<file path="config.mk">
export PLATFORM = sky130hd
export DESIGN_NAME = regfile_scoreboard
export DESIGN_NICKNAME = d
export VERILOG_FILES = /design/src/rtl/regfile_scoreboard.sv
export SDC_FILE = /design/constraint.sdc
export NUM_CORES = 1
export LEC_CHECK = 0
export ABC_AREA = 1
export CAP_MARGIN = 10
export CORE_MARGIN = 5
export CORE_UTILIZATION = 30
export CTS_CLUSTER_DIAMETER = 100
export CTS_CLUSTER_SIZE = 8
export DETAILED_ROUTE_END_ITERATION = 12
export SLEW_MARGIN = 20
export SYNTH_ARGS = -nofsm -noshare
export SYNTH_HDL_FRONTEND = slang
export SYNTH_SLANG_ARGS = --single-unit
</file>
<file path="constraint.sdc">
create_clock -name clk -period 11.2 [get_ports clk]
set_clock_uncertainty 0.15 [all_clocks]
set_input_delay 1.68 -clock clk [delete_from_list [all_inputs] [get_ports clk]]
set_output_delay 1.68 -clock clk [all_outputs]
set_load 0.05 [all_outputs]
</file>
<file path="src/rtl/regfile_scoreboard.sv">
// regfile_scoreboard: register pending scoreboard with issue stall, two-port writeback arbitration and error flag
module regfile_scoreboard #(
  parameter int N  = 64,
  parameter int ZR = 31
) (
  input  logic         clk,
  input  logic         reset,
  input  logic         issue_valid_D,
  input  logic [4:0]   ra1_D,
  input  logic [4:0]   ra2_D,
  input  logic         use_ra2_D,
  input  logic         issue_we_D,
  input  logic [4:0]   issue_wa_D,
  output logic         stall_D,
  input  logic         wbA_valid,
  input  logic [4:0]   wbA_wa,
  input  logic [N-1:0] wbA_data,
  input  logic         wbB_valid,
  input  logic [4:0]   wbB_wa,
  input  logic [N-1:0] wbB_data,
  output logic         wbB_ready,
  output logic         we3,
  output logic [4:0]   wa3,
  output logic [N-1:0] wd3,
  output logic [5:0]   pend_count,
  output logic         wb_err
);
  localparam logic [4:0] ZI = 5'(ZR);
  logic [31:0] pending, set_m, clr_m, pend_nxt;
  logic [5:0]  cnt_nxt;
  logic        p1, p2, pw, issue_ok, wb_live;
  assign p1        = pending[ra1_D] & (ra1_D != ZI);
  assign p2        = pending[ra2_D] & (ra2_D != ZI);
  assign pw        = pending[issue_wa_D] & (issue_wa_D != ZI);
  assign stall_D   = issue_valid_D & (p1 | (use_ra2_D & p2) | (issue_we_D & pw));
  assign issue_ok  = issue_valid_D & ~stall_D;
  assign wbB_ready = ~wbA_valid;
  assign we3       = wbA_valid | wbB_valid;
  assign wa3       = wbA_valid ? wbA_wa : wbB_wa;
  assign wd3       = wbA_valid ? wbA_data : wbB_data;
  assign wb_live   = we3 & (wa3 != ZI);
  assign set_m     = (issue_ok & issue_we_D & (issue_wa_D != ZI)) ? (32'd1 << issue_wa_D) : 32'd0;
  assign clr_m     = wb_live ? (32'd1 << wa3) : 32'd0;
  assign pend_nxt  = (pending & ~clr_m) | set_m;
  always_comb begin
    cnt_nxt = 6'd0;
    for (int i = 0; i < 32; i++) cnt_nxt = cnt_nxt + 6'(pend_nxt[i]);
  end
  always_ff @(posedge clk) begin
    if (reset) begin
      pending    <= 32'd0;
      pend_count <= 6'd0;
      wb_err     <= 1'b0;
    end else begin
      pending    <= pend_nxt;
      pend_count <= cnt_nxt;
      wb_err     <= wb_err | (wb_live & ~pending[wa3]);
    end
  end
endmodule
</file>
# --- After elaboration in Yosys (flattened, before gate mapping) ---
# Index checks and enable logic that the tools add are counted.
word_totals:
  regBits: 39
  latch_bits: 0
  ram_bits: 0
  mem_bits_ro: 0
  in_bits: 160
  output_inout_bits: 79
  word_cells: 77
  mem_count: 0
op_classes:
  n_addsub: 31
  n_mul: 0
  n_div: 0
  order_cmp: 4
  n_eq_ne: 4
  n_shift: 2
  mux: 12
  bitwise_logic: 21
  reduce_logical: 0
op_table:
  columns: ["operator", "n"]
  rows:
  - ["adder 6 x 1 -> 6 bit", 26]
  - ["2-to-1 mux 32 bit", 2]
  - ["2-to-1 mux 64 bit", 1]
  - ["<< shifter 1 x 5 -> 32 bit (first input constant)", 2]
  - ["bitwise AND 32 bit", 1]
  - ["inverter 32 bit", 1]
  - ["bitwise OR 32 bit", 1]
  - ["less-than comparator 5 x 6 -> 1 bit (second input constant)", 4]
  - ["binary-select mux 1 bit (select 5 bit)", 4]
  - ["inequality test 5 bit (second input constant)", 4]
  - ["bitwise AND 1 bit", 11]
  - ["adder 5 x 1 -> 6 bit", 1]
  - ["adder 4 x 1 -> 5 bit", 1]
  - ["2-to-1 mux 5 bit", 1]
  - ["adder 3 x 1 -> 4 bit", 1]
  - ["2-to-1 mux 1 bit", 4]
  - ["bitwise OR 1 bit", 4]
  - ["adder 2 x 1 -> 3 bit", 1]
  - ["inverter 1 bit", 3]
  - ["adder 1 x 1 -> 2 bit", 1]

# --- Longest topological paths before layout ---
# Gate-level depths: netlist (run 1).
logic_depth:
  word_depth: 44
  depth_mapped: 33
  mapped_depth_nobuf: 31

# --- Worst setup path after synthesis (run 1) ---
# Ideal clock, no wire load.
synth_path:
  path_kind: "input to register"
  from: "input wbA_valid"
  to: "register pend_count[4]"
  arrival_time_ns: 7.637
  t_required_ns: 10.980
  path_slack_ns: 3.342
  cell_stages: 25
  path_buffers: 1
  cell_sequence: "buf_4 o21ai_2 nand2_1 nor2_2 nand2_1 inv_2 nor2_4 inv_1 o21ai_0 and2_1 fa_1 fa_1 inv_1 fa_1 inv_1 fa_1 fa_1 fa_1 inv_1 ha_1 inv_1 fa_1 o21a_1 or2_2 a21oi_1"
synth_via:
  elab_chain_len: 38
  elab_cells_between_ends: 40
  classes_between: "add/sub (31); eq/ne (1); shift (1); mux (2); bitwise (5)"
synth_lines:
  columns: ["item", "line_no", "source"]
  rows:
  - ["from (decl)", "15", "input logic wbA_valid,"]
  - ["2-to-1 mux 5 bit (*)", "39", "assign wa3 = wbA_valid ? wbA_wa : wbB_wa;"]
  - ["net wa3[0]", "23", "output logic [4:0] wa3,"]
  - ["inequality test 5 bit", "41", "assign wb_live = we3 & (wa3 != ZI);"]
  - ["bitwise AND 1 bit", "41", null]
  - ["2-to-1 mux 32 bit (*)", "43", "assign clr_m = wb_live ? (32'd1 << wa3) : 32'd0;"]
  - ["inverter 32 bit (*)", "44", "assign pend_nxt = (pending & ~clr_m) | set_m;"]
  - ["bitwise AND 32 bit (*)", "44", null]
  - ["bitwise OR 32 bit (*)", "44", null]
  - ["adder 1 x 1 -> 2 bit", "47", "for (int i = 0; i < 32; i++) cnt_nxt = cnt_nxt + 6'(pend_nxt[i]);"]
  - ["adder 2 x 1 -> 3 bit", "47", null]
  - ["adder 3 x 1 -> 4 bit", "47", null]
  - ["adder 4 x 1 -> 5 bit", "47", null]
  - ["adder 5 x 1 -> 6 bit", "47", null]
  - ["adder 6 x 1 -> 6 bit (25 in series)", "47", null]
  - ["adder 6 x 1 -> 6 bit (*)", "47", null]
  - ["to (signal assigned)", "56", "pend_count <= cnt_nxt;"]
  - ["to (decl)", "25", "output logic [5:0] pend_count,"]
# Mark *: on every way through the listed nets, which the timed path passes. The rest lies on a longest branch.
# A chain may end at the register's enable or synchronous reset.

# --- Worst setup path in the final report (run 1) ---
layout_path:
  from: "input issue_wa_D[0]"
  to: "register pend_count[4]"
layout_via:
  elab_chain_len: 43
  elab_cells_between_ends: 45
  classes_between: "add/sub (31); eq/ne (1); shift (1); mux (3); bitwise (9)"
layout_lines:
  columns: ["item", "line_no", "source"]
  rows:
  - ["from (decl)", "13", "input logic [4:0] issue_wa_D,"]
  - ["binary-select mux 1 bit (select 5 bit)", "34", "assign pw = pending[issue_wa_D] & (issue_wa_D != ZI);"]
  - ["2-to-1 mux 1 bit (implied by the code)", "34", null]
  - ["bitwise AND 1 bit", "34", null]
  - ["bitwise AND 1 bit", "35", "assign stall_D = issue_valid_D & (p1 | (use_ra2_D & p2) | (issue_we_D & pw));"]
  - ["bitwise OR 1 bit", "35", null]
  - ["bitwise AND 1 bit", "35", null]
  - ["inverter 1 bit", "36", "assign issue_ok = issue_valid_D & ~stall_D;"]
  - ["bitwise AND 1 bit", "36", null]
  - ["[... 3 more ...]", null, null]
  - ["bitwise OR 32 bit (*)", "44", null]
  - ["adder 1 x 1 -> 2 bit", "47", null]
  - ["adder 2 x 1 -> 3 bit", "47", null]
  - ["adder 3 x 1 -> 4 bit", "47", null]
  - ["adder 4 x 1 -> 5 bit", "47", null]
  - ["adder 5 x 1 -> 6 bit", "47", null]
  - ["adder 6 x 1 -> 6 bit (25 in series)", "47", null]
  - ["adder 6 x 1 -> 6 bit (*)", "47", null]
# Every way passes the cells marked *; elsewhere a longest branch is shown, timed or not. The select of a mux whose other input is x is not followed.

==> results.cfg, run 1 <==
[setup_path]
required_ns = 11.25
slowest_delay_ns = 0.98
path_max_fanout = 36
endpoint_kind = register
critical_path.top_delay_family = adder cells
crit_path_top_delay_cell = clkdlybuf4s50_1
path_buf_inv = 7
cp-start-kind = input port
path_class = input port to register
cpMostUsedCell = fa_1
cp.arrival_ns = 8.79

[power_and_ir_drop]
total_power_uw = 560.9
p_int_uw = 331.1
comb_power_share = 0.504
power.density_nw_per_um2 = 73.71
power_frac_seq = 0.251
clockPowerShare = 0.245
swShare = 0.4096
switchingPower_uw = 229.8
ir_drop_mv = 0.04623
p_leak_nw = 3.415

[floorplan]
dieArea_um2 = 19580
design.core.area_um2 = 16580
die_x_um = 139.9
rows = 47
fp.dieH_um = 139.9
start_util = 0.3053
io-pin-count = 239

[yosys]
ys_ff_latch = 39
synth-async-reset-ratio = 0
ys.flop_type = dfxtp_1
yosys-top-cells-count = 340 x nand2_1, 98 x inv_1, 98 x nand3_1, 71 x nor2_1, 58 x a21oi_1
synth-xor-area-share = 0.001730
yosysTopAreaCell = nand2_1
synthAdderAreaFrac = 0.1122
ys_seq_area_frac = 0.1542
ys.warnings.count = 0
synth_top_family_by_area = simple AND/OR/NAND/NOR gates
syn_inst = 899
muxShareOfSynthArea = 0
synth_top_area_frac = 0.2520
synth_compound_area_frac = 0.1344
yosysMostFrequentCell = nand2_1
syn-cell-area_um2 = 5064
synth-simple-area-share = 0.4645
avgSynthCellArea_um2 = 5.632
yosys.cell_types.count = 39
syn_nets = 1090
synth_edf_count = 0
yosys-top-cells-area = nand2_1 25%, dfxtp_1 15%, nand3_1 9.7%, fa_1 9.5%, inv_1 7.3%

[placed_design]
placed_cell_area_um2 = 7472
placedCellCount = 1317
portBuffers = 238
gp_congestion = 0.9451
dp_hpwl_mm = 19.36

[detailed_routing]
routedWlPerCell_um = 17.79
dr.first_iter.drc_count = 556
drtAntennaViolNets = 0
drtPass1Iterations = 5
drt-vias-per-instance = 4.831
drc_errors = 0
drt-total-wl_mm = 23.57
vias = 6401

[hold_path]
holdCritPathClass = register to register

[clock_network]
cts_resized = 0
insertion_delay_ns = 0.28
cts_tree = yes
numCtsBuffers = 5
clk_pin_slew_ns = 0.06
post_cts_buffers = 0
postCtsHoldBufs = 0
cts_root_buf = clkbuf_16
clock_path_buffers = 2
cts_num_sinks = 39
h-tree-depth = 2

[cells_and_area]
fin_cells = 1325
final_area_um2 = 7610
n_antenna_cell = 0
area_delta_synth_final_pct = 50.28
drive_above_1_share = 0.03529
layout.nets = 1295

[sta]
period_share = 0.7798
setup_viol = 0
worst_pin_slew_ns = 0.8514
setup-tns-final_ns = 0
hold_viol_final = 0
min_period_ns = 8.733
finalMaxSlewViolations = 0
clock.fmax_mhz = 114.5
rsz0062_at_grt = false
slew_headroom = 0.4306

[global_route]
grt_pass1_vias = 6250
grt_remaining_overflow = 0
grt_usage = 0.2327
antenna_found_initial = 0
grt_start_max_net_pins = 57
grt_pass1_wl_mm = 35.87

[outcome]
status = finished clean

[flow_run]
cap_violations = 0
[logic make-up (layout without fill, tap and decap cells)]
family,Yosys count,count (layout)
xor gates and xnor gates,1,1
buffers and inverters,151,357
DFF,39,39
and+or+nand+nor,553,553
AOI/OAI and AO/OA,124,124
adders and majority gates,31,31
[cell type report]
type | instances | area (µm²)
flip-flops and latches | 39 | 780.7
clock inverters | 1 | 5.005
well taps | 220 | 275.3
multi-input cells | 709 | 3612
repair buffers | 242 | 2402
fillers | 1784 | 8974
clock buffers | 7 | 132.6
inverters | 107 | 401.6
[placed cells by master, fill, tap and decap left out, drive strengths merged]
cell type and n:
a211oi 1, a21oi 59, a22oi 3, a31oi 5
and2 16, buf 6, clkbuf 7, clkdlybuf4s50 236
clkinv 2, dfxtp 39, fa 24, ha 7
inv 106, nand2 344, nand3 104, nand4 4
nor2 75, nor3 3, nor3b 1, nor4 4
o211ai 7, o21a 1, o21ai 46, o31ai 2
or2 2, xor2 1
[power groups by stage]
stage | combinational, mW | sequential, mW | clock (mW)
after global placement | 0.282 | 0.144 | 0
after floorplan | 0.162 | 0.147 | 0
after global routing | 0.302 | 0.141 | 0.146
after detailed placement | 0.281 | 0.144 | 0
final | 0.282 | 0.141 | 0.138
after CTS | 0.283 | 0.141 | 0.140
[routing by layer]
metal  wire (µm)  track usage  up-vias
met4         637      0.06374        0
met5           0            0        -
li1            -            -     3245
met1        9547       0.2914     2823
met2       11170       0.3938      285
met3        2217      0.06476       48
[worst register-to-register path, stage by stage, from the launching register on]
cell and delay, ns:
dfxtp_1 0.32, inv_1 0.22, a21oi_1 0.10, o21ai_0 0.13, nand3_1 0.11, nand3_1 0.08
nand3_1 0.06, nand2_1 0.15, nand2_2 0.12, nor2_8 0.41, nand3_1 0.17, and2_1 0.20
fa_1 0.51, fa_1 0.55, inv_1 0.06, fa_1 0.49, inv_1 0.05, fa_1 0.55
fa_1 0.42, fa_1 0.43, inv_1 0.07, ha_1 0.14, inv_1 0.07, fa_1 0.45
o21a_1 0.21, or2_2 0.26, a21oi_1 0.11
[state kept, by name, indices dropped and copies added (netlist names)]
name,count
pending,32
wb_err,1
pend_count,6
[per-stage QoR]
step,util,hold slack (ns),worst slack [ns]
after floorplan,-,0.3258,3.342
after global placement,0.4506,0.2882,2.316
after detailed placement,0.4506,0.2898,2.206
after CTS,0.4589,0.2987,2.492
after global routing,0.4589,0.3367,2.016
final,0.4589,0.2953,2.467
[path summary, 6_finish.rpt]
kind,slack (ns),cells past startpoint,from,endpoint
setup / recovery,2.47,28,issue_wa_D[0],pend_count[4]
hold / removal,0.30,2,wb_err,wb_err
setup reg to reg,4.55,26,pending[5],pend_count[4]
hold reg to reg,0.30,2,wb_err,wb_err
Power figures use the tool's default switching activity.
==> run 2, diff against run 1 <==
==> constraint.sdc (replaced) <==
create_clock -name clk -period 8.7 [get_ports clk]
set_clock_uncertainty 0.15 [all_clocks]
set_input_delay 1.305 -clock clk [delete_from_list [all_inputs] [get_ports clk]]
set_output_delay 1.305 -clock clk [all_outputs]
set_load 0.05 [all_outputs]
==> results.cfg, run 2 (synthesis results as in run 1) <==
[cells_and_area]
fillCellCount = 1739
largest-register = pending
largest_reg_flops = 32
multi_input_area_um2 = 3612
final_area_um2 = 7749
top_regs = pending: 32 flops, pend_count: 6 flops, wb_err: 1 flops
drive_above_1_share = 0.04741
final_common_cell = nand2_1
final_cell_mix = 340 x nand2_1, 237 x clkdlybuf4s50_1, 98 x inv_1, 98 x nand3_1, 70 x nor2_1
layout.nets = 1308
area_delta_synth_final_pct = 53.03
seqCellArea_um2 = 780.7
n_antenna_cell = 0

[sta]
setup-tns-final_ns = 0
min_period_ns = 7.950
final.setup.worst_slack_ns = 0.7504
worst_pin_slew_ns = 0.7129
clock.fmax_mhz = 125.8
hold_viol_final = 0
finalMaxSlewViolations = 0
slew_headroom = 0.5242
setup_viol = 0
rsz0062_at_grt = false
period_share = 0.9137

[detailed_routing]
vias = 6483
drtAntennaViolNets = 0
routedLengthMet1_mm = 9.425
routedWlPerCell_um = 17.57
drtPass1Iterations = 7
drc_errors = 0
drt-total-wl_mm = 23.51
topRoutingLayerUsed = met4
dr.first_iter.drc_count = 506
wl_met2_mm = 11.11
drt-vias-per-instance = 4.845
dr_wl_met3_mm = 2.336

[floorplan]
rows = 47
dieArea_um2 = 19580
die_x_um = 139.9
fp.dieH_um = 139.9
start_util = 0.3053
design.core.area_um2 = 16580
io-pin-count = 239

[setup_path]
r2r_cells = 26
required_ns = 8.77
r2r_setup_slack_ns = 2.23
path_class = input port to register
reg2reg_to = pend_count[4]
path_max_fanout = 16
endpoint_kind = register
slowest_delay_ns = 0.84
crit_path_top_delay_cell = clkdlybuf4s50_1
rr_startpoint = pending[15]
cpMostUsedCell = fa_1
cp-start-kind = input port
cp.arrival_ns = 8.02

[global_route]
grt_pass1_vias = 6313
grt_remaining_overflow = 0
grt_usage = 0.2292
grt_pass1_wl_mm = 35.50
grt_start_max_net_pins = 60
antenna_found_initial = 0

[clock_network]
cts_root_buf = clkbuf_16
cts_tree = yes
h-tree-depth = 2
numCtsBuffers = 5
post_cts_buffers = 0
clock_path_buffers = 2
insertion_delay_ns = 0.29
postCtsHoldBufs = 0
cts_num_sinks = 39
clk_pin_slew_ns = 0.06
cts_resized = 0

[placed_design]
portBuffers = 238
placed_cell_area_um2 = 7575
gp_congestion = 0.9944
dp_hpwl_mm = 19.16
post-place-ws_ns = 0.4909

[flow_run]
cap_violations = 0

[power_and_ir_drop]
ir_drop_mv = 0.06897
p_leak_nw = 3.497
power.density_nw_per_um2 = 99.69

[outcome]
status = finished clean

[hold_path]
hold_path_depth = 2
holdCritPathClass = register to register
min_from = wb_err
worstHoldEndpoint = wb_err
[run 2: worst max path at each step]
stage,to,startpoint,slack [ns]
CTS,pend_count[4],issue_wa_D[0],0.77
floorplan,pend_count[4],wbA_valid,1.22
global route,pend_count[4],issue_wa_D[0],0.33
detailed placement,pend_count[4],issue_wa_D[0],0.49
finish,pend_count[4],issue_wa_D[0],0.75
global placement,pend_count[4],issue_wa_D[0],0.58
[run 2: layout make-up]
type,count,area share
clock buffers,6,0.01792
clock inverters,2,0.004521
inverters,107,0.05183
multi-input cells,709,0.4662
flip-flops and latches,39,0.1008
well taps,220,0.03552
repair buffers,255,0.3233
[run 2: per-stage QoR]
step	total power, mW	std cells	util	hold WS [ns]
after floorplan	0.3978	899	-	0.3258
after global placement	0.5558	1330	0.4568	0.2891
after detailed placement	0.5551	1330	0.4568	0.2943
after CTS	0.7743	1338	0.4673	0.3025
after global routing	0.8062	1338	0.4673	0.3287
final	0.7725	1338	0.4673	0.2967
[run 2: power breakdown]
group	total [mW]	internal [mW]	switching, mW	leakage, nW
sequential	0.181	0.180	0.00118	0.315
combinational	0.372	0.145	0.227	3.10
clock	0.220	0.143	0.0769	0.0868
total	0.772	0.468	0.305	3.50
[run 2: per-layer routing]
| layer | global-route usage | up-vias |
|---|---|---|
| met5 | 0 | - |
| met4 | 0.06323 | 0 |
| met3 | 0.07055 | 41 |
| met2 | 0.3852 | 268 |
| met1 | 0.2849 | 2899 |
| li1 | - | 3275 |
[run 2: worst max-delay path: cells and delay by family]
family          cells  cell delay (ns)
compound gates      2             0.32
buf+inv             7             1.33
fa+ha+maj           8             3.54
simple gates       11             1.50
==> run 3, diff against run 2 <==
--- a/config.mk
+++ b/config.mk
@@ -12,6 +12,7 @@
 export CTS_CLUSTER_DIAMETER = 100
 export CTS_CLUSTER_SIZE = 8
 export DETAILED_ROUTE_END_ITERATION = 12
+export SETUP_SLACK_MARGIN = 0.02
 export SLEW_MARGIN = 20
 export SYNTH_ARGS = -nofsm -noshare
 export SYNTH_HDL_FRONTEND = slang
==> results of run 3 <==
Final layout, timing and power as in run 2 (identical DEF).
